File: config.mk
export PLATFORM = sky130hd
export DESIGN_NAME = spi_regfile_arbiter
export DESIGN_NICKNAME = d
export VERILOG_FILES = /design/src/rtl/spi_regfile_arbiter_pkg.sv /design/src/rtl/spi_pending_buf.sv /design/src/rtl/spi_regfile_arbiter.sv
export SDC_FILE = /design/constraint.sdc
export NUM_CORES = 1
export LEC_CHECK = 0
export ABC_AREA = 1
export ABC_CLOCK_PERIOD_IN_PS = 2700
export CAP_MARGIN = 25
export CELL_PAD_IN_SITES_DETAIL_PLACEMENT = 2
export CELL_PAD_IN_SITES_GLOBAL_PLACEMENT = 2
export CORE_MARGIN = 1.5
export CORE_UTILIZATION = 29
export DETAILED_ROUTE_END_ITERATION = 12
export PLACE_DENSITY = 0.92
export SYNTH_ARGS = -nofsm -noshare
export SYNTH_HDL_FRONTEND = slang
export SYNTH_SLANG_ARGS = --single-unit
File: constraint.sdc
create_clock -name CLK -period 2.7 [get_ports CLK]
set_input_delay 0.675 -clock CLK [delete_from_list [all_inputs] [get_ports CLK]]
set_output_delay 0.675 -clock CLK [all_outputs]
set_load 0.01 [all_outputs]
File: src/rtl/spi_regfile_arbiter_pkg.sv
// rtl/spi_regfile_arbiter_pkg.sv - shared types for the SPI/host register-file arbiter
package spi_regfile_arbiter_pkg;

  typedef enum logic [1:0] {
    ST_IDLE    = 2'd0,
    ST_ISSUE   = 2'd1,
    ST_RD_WAIT = 2'd2,
    ST_RESP    = 2'd3
  } state_t;

  typedef enum logic {
    SEL_SPI  = 1'b0,
    SEL_HOST = 1'b1
  } sel_t;

endpackage

File: src/rtl/spi_pending_buf.sv
// rtl/spi_pending_buf.sv - one-deep capture buffer for SPI strobes with sticky overflow
module spi_pending_buf #(
  parameter int WIDTH = 8
) (
  input  logic             clk,
  input  logic             rst_n,
  input  logic             wr_en,
  input  logic             rd_en,
  input  logic [WIDTH-1:0] addr,
  input  logic [WIDTH-1:0] wdata,
  input  logic             pop,
  output logic             valid,
  output logic             op_wr,
  output logic [WIDTH-1:0] buf_addr,
  output logic [WIDTH-1:0] buf_data,
  output logic             ovf
);

  logic strobe;
  logic room;

  assign strobe = wr_en | rd_en;
  // A pop in the same cycle frees the slot, so the incoming strobe still fits.
  assign room   = !valid || pop;

  always_ff @(posedge clk or negedge rst_n) begin
    if (!rst_n) begin
      valid    <= 1'b0;
      op_wr    <= 1'b0;
      buf_addr <= '0;
      buf_data <= '0;
      ovf      <= 1'b0;
    end else begin
      if (strobe && room) begin
        valid    <= 1'b1;
        op_wr    <= wr_en;
        buf_addr <= addr;
        buf_data <= wdata;
      end else if (pop) begin
        valid <= 1'b0;
      end
      // Simultaneous strobes keep the write and lose the read.
      if ((strobe && !room) || (wr_en && rd_en)) begin
        ovf <= 1'b1;
      end
    end
  end

endmodule

File: src/rtl/spi_regfile_arbiter.sv
// rtl/spi_regfile_arbiter.sv - shares a single-port register file between SPI and a host
module spi_regfile_arbiter
  import spi_regfile_arbiter_pkg::*;
#(
  parameter int WIDTH      = 8,
  parameter int STARVE_MAX = 4
) (
  input  logic             CLK,
  input  logic             RST,
  input  logic             SPI_Wr_EN,
  input  logic             SPI_Rd_EN,
  input  logic [WIDTH-1:0] SPI_Address,
  input  logic [WIDTH-1:0] SPI_Wr_Data,
  output logic [WIDTH-1:0] SPI_Rd_Data,
  output logic             SPI_Rd_Valid,
  output logic             SPI_Ovf,
  input  logic             H_Req,
  input  logic             H_Wr,
  input  logic [WIDTH-1:0] H_Address,
  input  logic [WIDTH-1:0] H_Wr_Data,
  output logic             H_Ack,
  output logic [WIDTH-1:0] H_Rd_Data,
  output logic             RF_Wr_EN,
  output logic             RF_Rd_EN,
  output logic [WIDTH-1:0] RF_Address,
  output logic [WIDTH-1:0] RF_Wr_Data,
  input  logic [WIDTH-1:0] RF_Rd_Data
);

  localparam int               CNT_W   = $clog2(STARVE_MAX + 1);
  localparam logic [CNT_W-1:0] CNT_MAX = CNT_W'(STARVE_MAX);

  state_t           state;
  sel_t             cur_sel;
  logic             cur_wr;
  logic             h_req_q;
  logic [CNT_W-1:0] starve_cnt;

  logic             pend_valid;
  logic             pend_wr;
  logic [WIDTH-1:0] pend_addr;
  logic [WIDTH-1:0] pend_data;

  logic starved;
  logic grant_spi;
  logic grant_host;

  spi_pending_buf #(.WIDTH(WIDTH)) u_pending (
    .clk      (CLK),
    .rst_n    (RST),
    .wr_en    (SPI_Wr_EN),
    .rd_en    (SPI_Rd_EN),
    .addr     (SPI_Address),
    .wdata    (SPI_Wr_Data),
    .pop      (grant_spi),
    .valid    (pend_valid),
    .op_wr    (pend_wr),
    .buf_addr (pend_addr),
    .buf_data (pend_data),
    .ovf      (SPI_Ovf)
  );

  assign starved    = h_req_q && (starve_cnt == CNT_MAX);
  assign grant_spi  = (state == ST_IDLE) && pend_valid && !starved;
  assign grant_host = (state == ST_IDLE) && h_req_q && !grant_spi;

  always_ff @(posedge CLK or negedge RST) begin
    if (!RST) begin
      state        <= ST_IDLE;
      cur_sel      <= SEL_SPI;
      cur_wr       <= 1'b0;
      h_req_q      <= 1'b0;
      starve_cnt   <= '0;
      RF_Wr_EN     <= 1'b0;
      RF_Rd_EN     <= 1'b0;
      RF_Address   <= '0;
      RF_Wr_Data   <= '0;
      SPI_Rd_Data  <= '0;
      SPI_Rd_Valid <= 1'b0;
      H_Ack        <= 1'b0;
      H_Rd_Data    <= '0;
    end else begin
      RF_Wr_EN     <= 1'b0;
      RF_Rd_EN     <= 1'b0;
      SPI_Rd_Valid <= 1'b0;
      H_Ack        <= 1'b0;
      // The request level is ignored across the ack edge so a host that drops late is not re-served.
      h_req_q      <= H_Req && !H_Ack;

      if (!h_req_q || grant_host) begin
        starve_cnt <= '0;
      end else if (grant_spi && starve_cnt != CNT_MAX) begin
        starve_cnt <= starve_cnt + 1'b1;
      end

      case (state)
        ST_IDLE: begin
          if (grant_spi) begin
            cur_sel    <= SEL_SPI;
            cur_wr     <= pend_wr;
            RF_Address <= pend_addr;
            if (pend_wr) RF_Wr_Data <= pend_data;
            RF_Wr_EN   <= pend_wr;
            RF_Rd_EN   <= !pend_wr;
            state      <= ST_ISSUE;
          end else if (grant_host) begin
            cur_sel    <= SEL_HOST;
            cur_wr     <= H_Wr;
            RF_Address <= H_Address;
            if (H_Wr) RF_Wr_Data <= H_Wr_Data;
            RF_Wr_EN   <= H_Wr;
            RF_Rd_EN   <= !H_Wr;
            H_Ack      <= H_Wr;
            state      <= ST_ISSUE;
          end
        end
        ST_ISSUE: begin
          state <= cur_wr ? ST_IDLE : ST_RD_WAIT;
        end
        ST_RD_WAIT: begin
          if (cur_sel == SEL_SPI) begin
            SPI_Rd_Data  <= RF_Rd_Data;
            SPI_Rd_Valid <= 1'b1;
          end else begin
            H_Rd_Data <= RF_Rd_Data;
            H_Ack     <= 1'b1;
          end
          state <= ST_RESP;
        end
        ST_RESP: begin
          state <= ST_IDLE;
        end
        default: begin
          state <= ST_IDLE;
        end
      endcase
    end
  end

endmodule

# After elaboration in Yosys (flattened, before gate mapping)
# Index checks and enable logic that the tools add are counted.
# word_totals
ff_bits	63
input_bits	46
output_inout_bits	37
wordCells	87
# op_classes
addsub	1
n_eq_ne	7
muxes	29
n_bitwise	2
reduce_logical	30
# op_table
cell	count
$mux W8	6
$mux W1	16
$logic_and A1 B1 Y1	10
$logic_not A1 Y1	8
$pmux W2 S4	1
$reduce_bool A2 Y1	4
$mux W2	3
$mux W3	2
$ne A3 B3 Y1 const B	2
$reduce_and A2 Y1	3
$eq A2 B2 Y1 const B	2
$reduce_and A4 Y1	1
$add A3 B1 Y3 const B	1
$eq A3 B3 Y1 const B	1
$logic_or A1 B1 Y1	3
$eq A2 B1 Y1 const B	1
$logic_not A2 Y1	1
$ne A2 B1 Y1 const B	1
$pmux W1 S2	1
$not A1 Y1	1
$or A1 B1 Y1	1

# Depth between registers and ports, before layout
# depth
ltp_word	9
ltp_mapped	9
depth_no_buf	8

# Cells and area by module
# Synthesis repeated with hierarchy kept, for this count alone.
# unflattened
cells_unflattened	304
area_unflattened_um2	2766.4
# modules_own_cells
mod	instances	cells_each	area_each_um2	seq_area_each_um2
spi_regfile_arbiter	1	220	1984.4	1101.1
spi_pending_buf	1	84	782.0	475.5

# Worst setup path after synthesis
# Ideal clock, no wire load.
# synth_path
kind	input to register
startpoint	in SPI_Rd_EN
endpoint	reg u_pending.buf_addr[7]
setup_time_ns	0.117
arrival_ns	1.452
required_time_ns	2.583
setup_slack_ns	1.131
cell_stages	5
path_buffers	2
path_cell_list	or2_2 > buf_2 > buf_1 > nand3_1 > nand2_1
# synth_via
elab_chain_len	2
# synth_lines
item	line	source
start: declaration	spi_regfile_arbiter.sv:11	input logic SPI_Rd_EN,
$or A1 B1 Y1	spi_pending_buf.sv:22	assign strobe = wr_en | rd_en;
$logic_and A1 B1 Y1	spi_pending_buf.sv:34	if (strobe && room) begin
end signal: assignment	spi_pending_buf.sv:37	buf_addr <= addr;
end: declaration	spi_pending_buf.sv:14	output logic [WIDTH-1:0] buf_addr,
# No other way between the ends.
# A chain may end at the register's enable or synchronous reset.

==> impl_metrics.json <==
{
  "min_period_ns": 2.232,
  "drt-total-wl_mm": 8.677,
  "hpwl_mm": 6.413,
  "yosys_warnings": 0,
  "fin_crit_sh": 0.8268,
  "synth_top_area_cell": "dfrtp_1",
  "synth_top_area_frac": 0.5600,
  "setup_viol": 0,
  "core_area_um2": 9328,
  "drc": 0,
  "start_kind": "register",
  "vias": 2536,
  "cts_root_buf": "clkbuf_8",
  "worst_ep_arrival_time_ns": 2.51,
  "io_pins": 83,
  "rows": 35,
  "syn-num-nets": 376,
  "hold_path.class": "in2async",
  "finalNetCount": 458,
  "synth_area_leaders": "dfrtp_1 56%, nand2_1 16%, nand3_1 7.3%",
  "die_h_um": 101.5,
  "grt_pass1_wl_mm": 14.35,
  "ys_ff_latch": 63,
  "antenna-diode-count": 0,
  "tightest_slew_ns": 0.6669,
  "synth_area_per_cell_um2": 8.583,
  "slew_headroom": 0.5549,
  "synth-edff-count": 0,
  "path_max_fanout": 14,
  "mappedNetlistArea_um2": 2815,
  "syn_to_final_growth_pct": 38.67,
  "drt_iter0_markers": 80,
  "clockBufferDepth": 2,
  "netlist_top_cells_count": "120 x nand2_1, 63 x dfrtp_1, 41 x nand3_1, 35 x inv_1, 20 x o21ai_0",
  "avgViaCountPerCell": 4.662,
  "cts.repair.resized": 0,
  "grt_max_degree": 64,
  "power.density_nw_per_um2": 1148,
  "postSynthCellCount": 328,
  "async_flop_share": 1.000,
  "yosysSeqAreaShare": 0.5600,
  "fp.dieW_um": 101.5,
  "leakagePower_nw": 1.947,
  "endpoint_kind": "register",
  "cts_setup_buffers": 0,
  "place.port_buffers": 82,
  "grt-ovfl-total": 0,
  "drive_gt1_frac": 0.06265,
  "utilization": 0.4185,
  "insertion_delay_ns": 0.34,
  "die_area_um2": 10310,
  "slew_viol_final": 0,
  "max-cap-violations": 0,
  "fill_cells": 1073,
  "grt_setup_unrepaired": "no",
  "grtUsageTotal": 0.1834,
  "first_pass_iters": 4,
  "max_freq_ghz": 0.4480,
  "clock-sinks": 63,
  "ys_types": 22,
  "cp.required_ns": 2.98,
  "htree_levels": 3,
  "ys.flop_type": "dfrtp_1",
  "start_util": 0.3018,
  "setup_tns_ns": 0,
  "fin_worst_skew_ns": 0.01223,
  "cts_tree": "done",
  "yosysMostFrequentCell": "nand2_1",
  "clk_pin_slew_ns": 0.07,
  "grt_pass1_vias": 2860,
  "peakVddDrop_mv": 0.3739,
  "critPathKind": "reg2reg",
  "hold_buffers": 0,
  "hold_viol": 0,
  "outcome": "finished, final reports clean",
  "place_congestion": 0.7077,
  "cts_made_buffers": 9,
  "wl_per_cell_um": 15.95,
  "antenna_found_initial": 0,
  "final_antenna_net_count": 0
}
## cells in the final DEF (no fill, tap or decap), drive strengths merged
| cell type | netlist | final |
|---|---|---|
| buf | 12 | 5 |
| nor2 | 3 | 3 |
| or2 | 1 | 1 |
| clkbuf | 3 | 12 |
| o21ai | 21 | 21 |
| a21oi | 1 | 1 |
| ha | 2 | 2 |
| xor2 | 1 | 1 |
| o211ai | 1 | 1 |
| clkinvlp | 0 | 1 |
| nand3 | 43 | 43 |
| nand2 | 122 | 122 |
| nand4 | 19 | 19 |
| clkdlybuf4s50 | 0 | 81 |
| clkinv | 0 | 3 |
| inv | 36 | 36 |
| dfrtp | 63 | 63 |
## report_power, final
part | internal (mW) | total (mW) | leakage [nW] | switching [mW]
registers | 1.39 | 1.69 | 0.776 | 0.305
logic | 0.898 | 2.10 | 1.09 | 1.20
clock network | 0.329 | 0.691 | 0.0801 | 0.362
## sequential cells by signal, indices dropped and copies added (netlist names), named ones only
register            cells
H_Ack                   1
H_Rd_Data               8
RF_Address              8
RF_Rd_EN                1
RF_Wr_Data              8
RF_Wr_EN                1
SPI_Rd_Data             8
SPI_Rd_Valid            1
cur_sel                 1
cur_wr                  1
h_req_q                 1
starve_cnt              3
state                   1
u_pending.buf_addr      8
u_pending.buf_data      8
u_pending.op_wr         1
u_pending.ovf           1
u_pending.valid         1
## logic make-up (layout without fill, tap and decap cells)
logic type / after synthesis / in the layout / share of synthesized area
adders and majority gates: 2 / 2 / 0.008887
DFF: 63 / 63 / 0.5600
buffers and inverters: 51 / 138 / 0.07955
and+or+nand+nor: 188 / 188 / 0.3027
AOI/OAI and AO/OA: 23 / 23 / 0.04578
xor gates and xnor gates: 1 / 1 / 0.003112
## routing by layer
layer	vias up	track usage	wire length, µm
li1	1213	-	-
met1	1250	0.2259	3680
met2	61	0.3144	4568
met3	12	0.03451	289
met4	0	0.07799	139
met5	-	0	0
## through the flow
| stage | hold slack (ns) | setup slack [ns] | instance area (µm²) | total power [mW] | cells |
|---|---|---|---|---|---|
| floorplan | 0.3794 | 1.131 | 2815 | 2.833 | 328 |
| detailed placement | 0.4241 | 0.4399 | 3746 | 3.833 | 528 |
| finish | 0.3267 | 0.4677 | 3904 | 4.481 | 544 |
| global route | 0.3555 | 0.2752 | 3904 | 4.872 | 544 |
| global placement | 0.4126 | 0.6847 | 3746 | 3.652 | 528 |
| CTS | 0.3367 | 0.4476 | 3904 | 4.565 | 544 |
## worst paths after layout
check / start / endpoint / slack [ns] / depth (start not counted)
worst max-delay path: register / RF_Wr_Data[3] / 0.47 / 5
worst max register to register: register / RF_Wr_Data[3] / 0.47 / 5
min in group CLK: H_Ack / h_req_q / 0.43 / 1
worst min-delay path: RST / u_pending.buf_addr[3] / 0.33 / 2
max in group asynchronous: RST / RF_Wr_Data[1] / 2.07 / 2
worst min register to register: H_Ack / h_req_q / 0.43 / 1
## area by class of cell
class	instances	area (µm²)	area share
clock inverter	4	22.52	0.005769
tap	129	161.4	0.04135
clock buffer	12	135.1	0.03462
timing repair buffer	86	858.3	0.2199
multi-input combinational	214	1015	0.2599
sequential	63	1577	0.4038
inverter	36	135.1	0.03462
## worst max-delay path: stages, from the launching register on
cell     delay (ns)
dfrtp_1        0.44
nor2_2         0.54
nand4_1        0.52
nand2_1        0.43
nand2_1        0.13
nand2_1        0.10
Note: power is estimated with default switching activity, not from simulation.
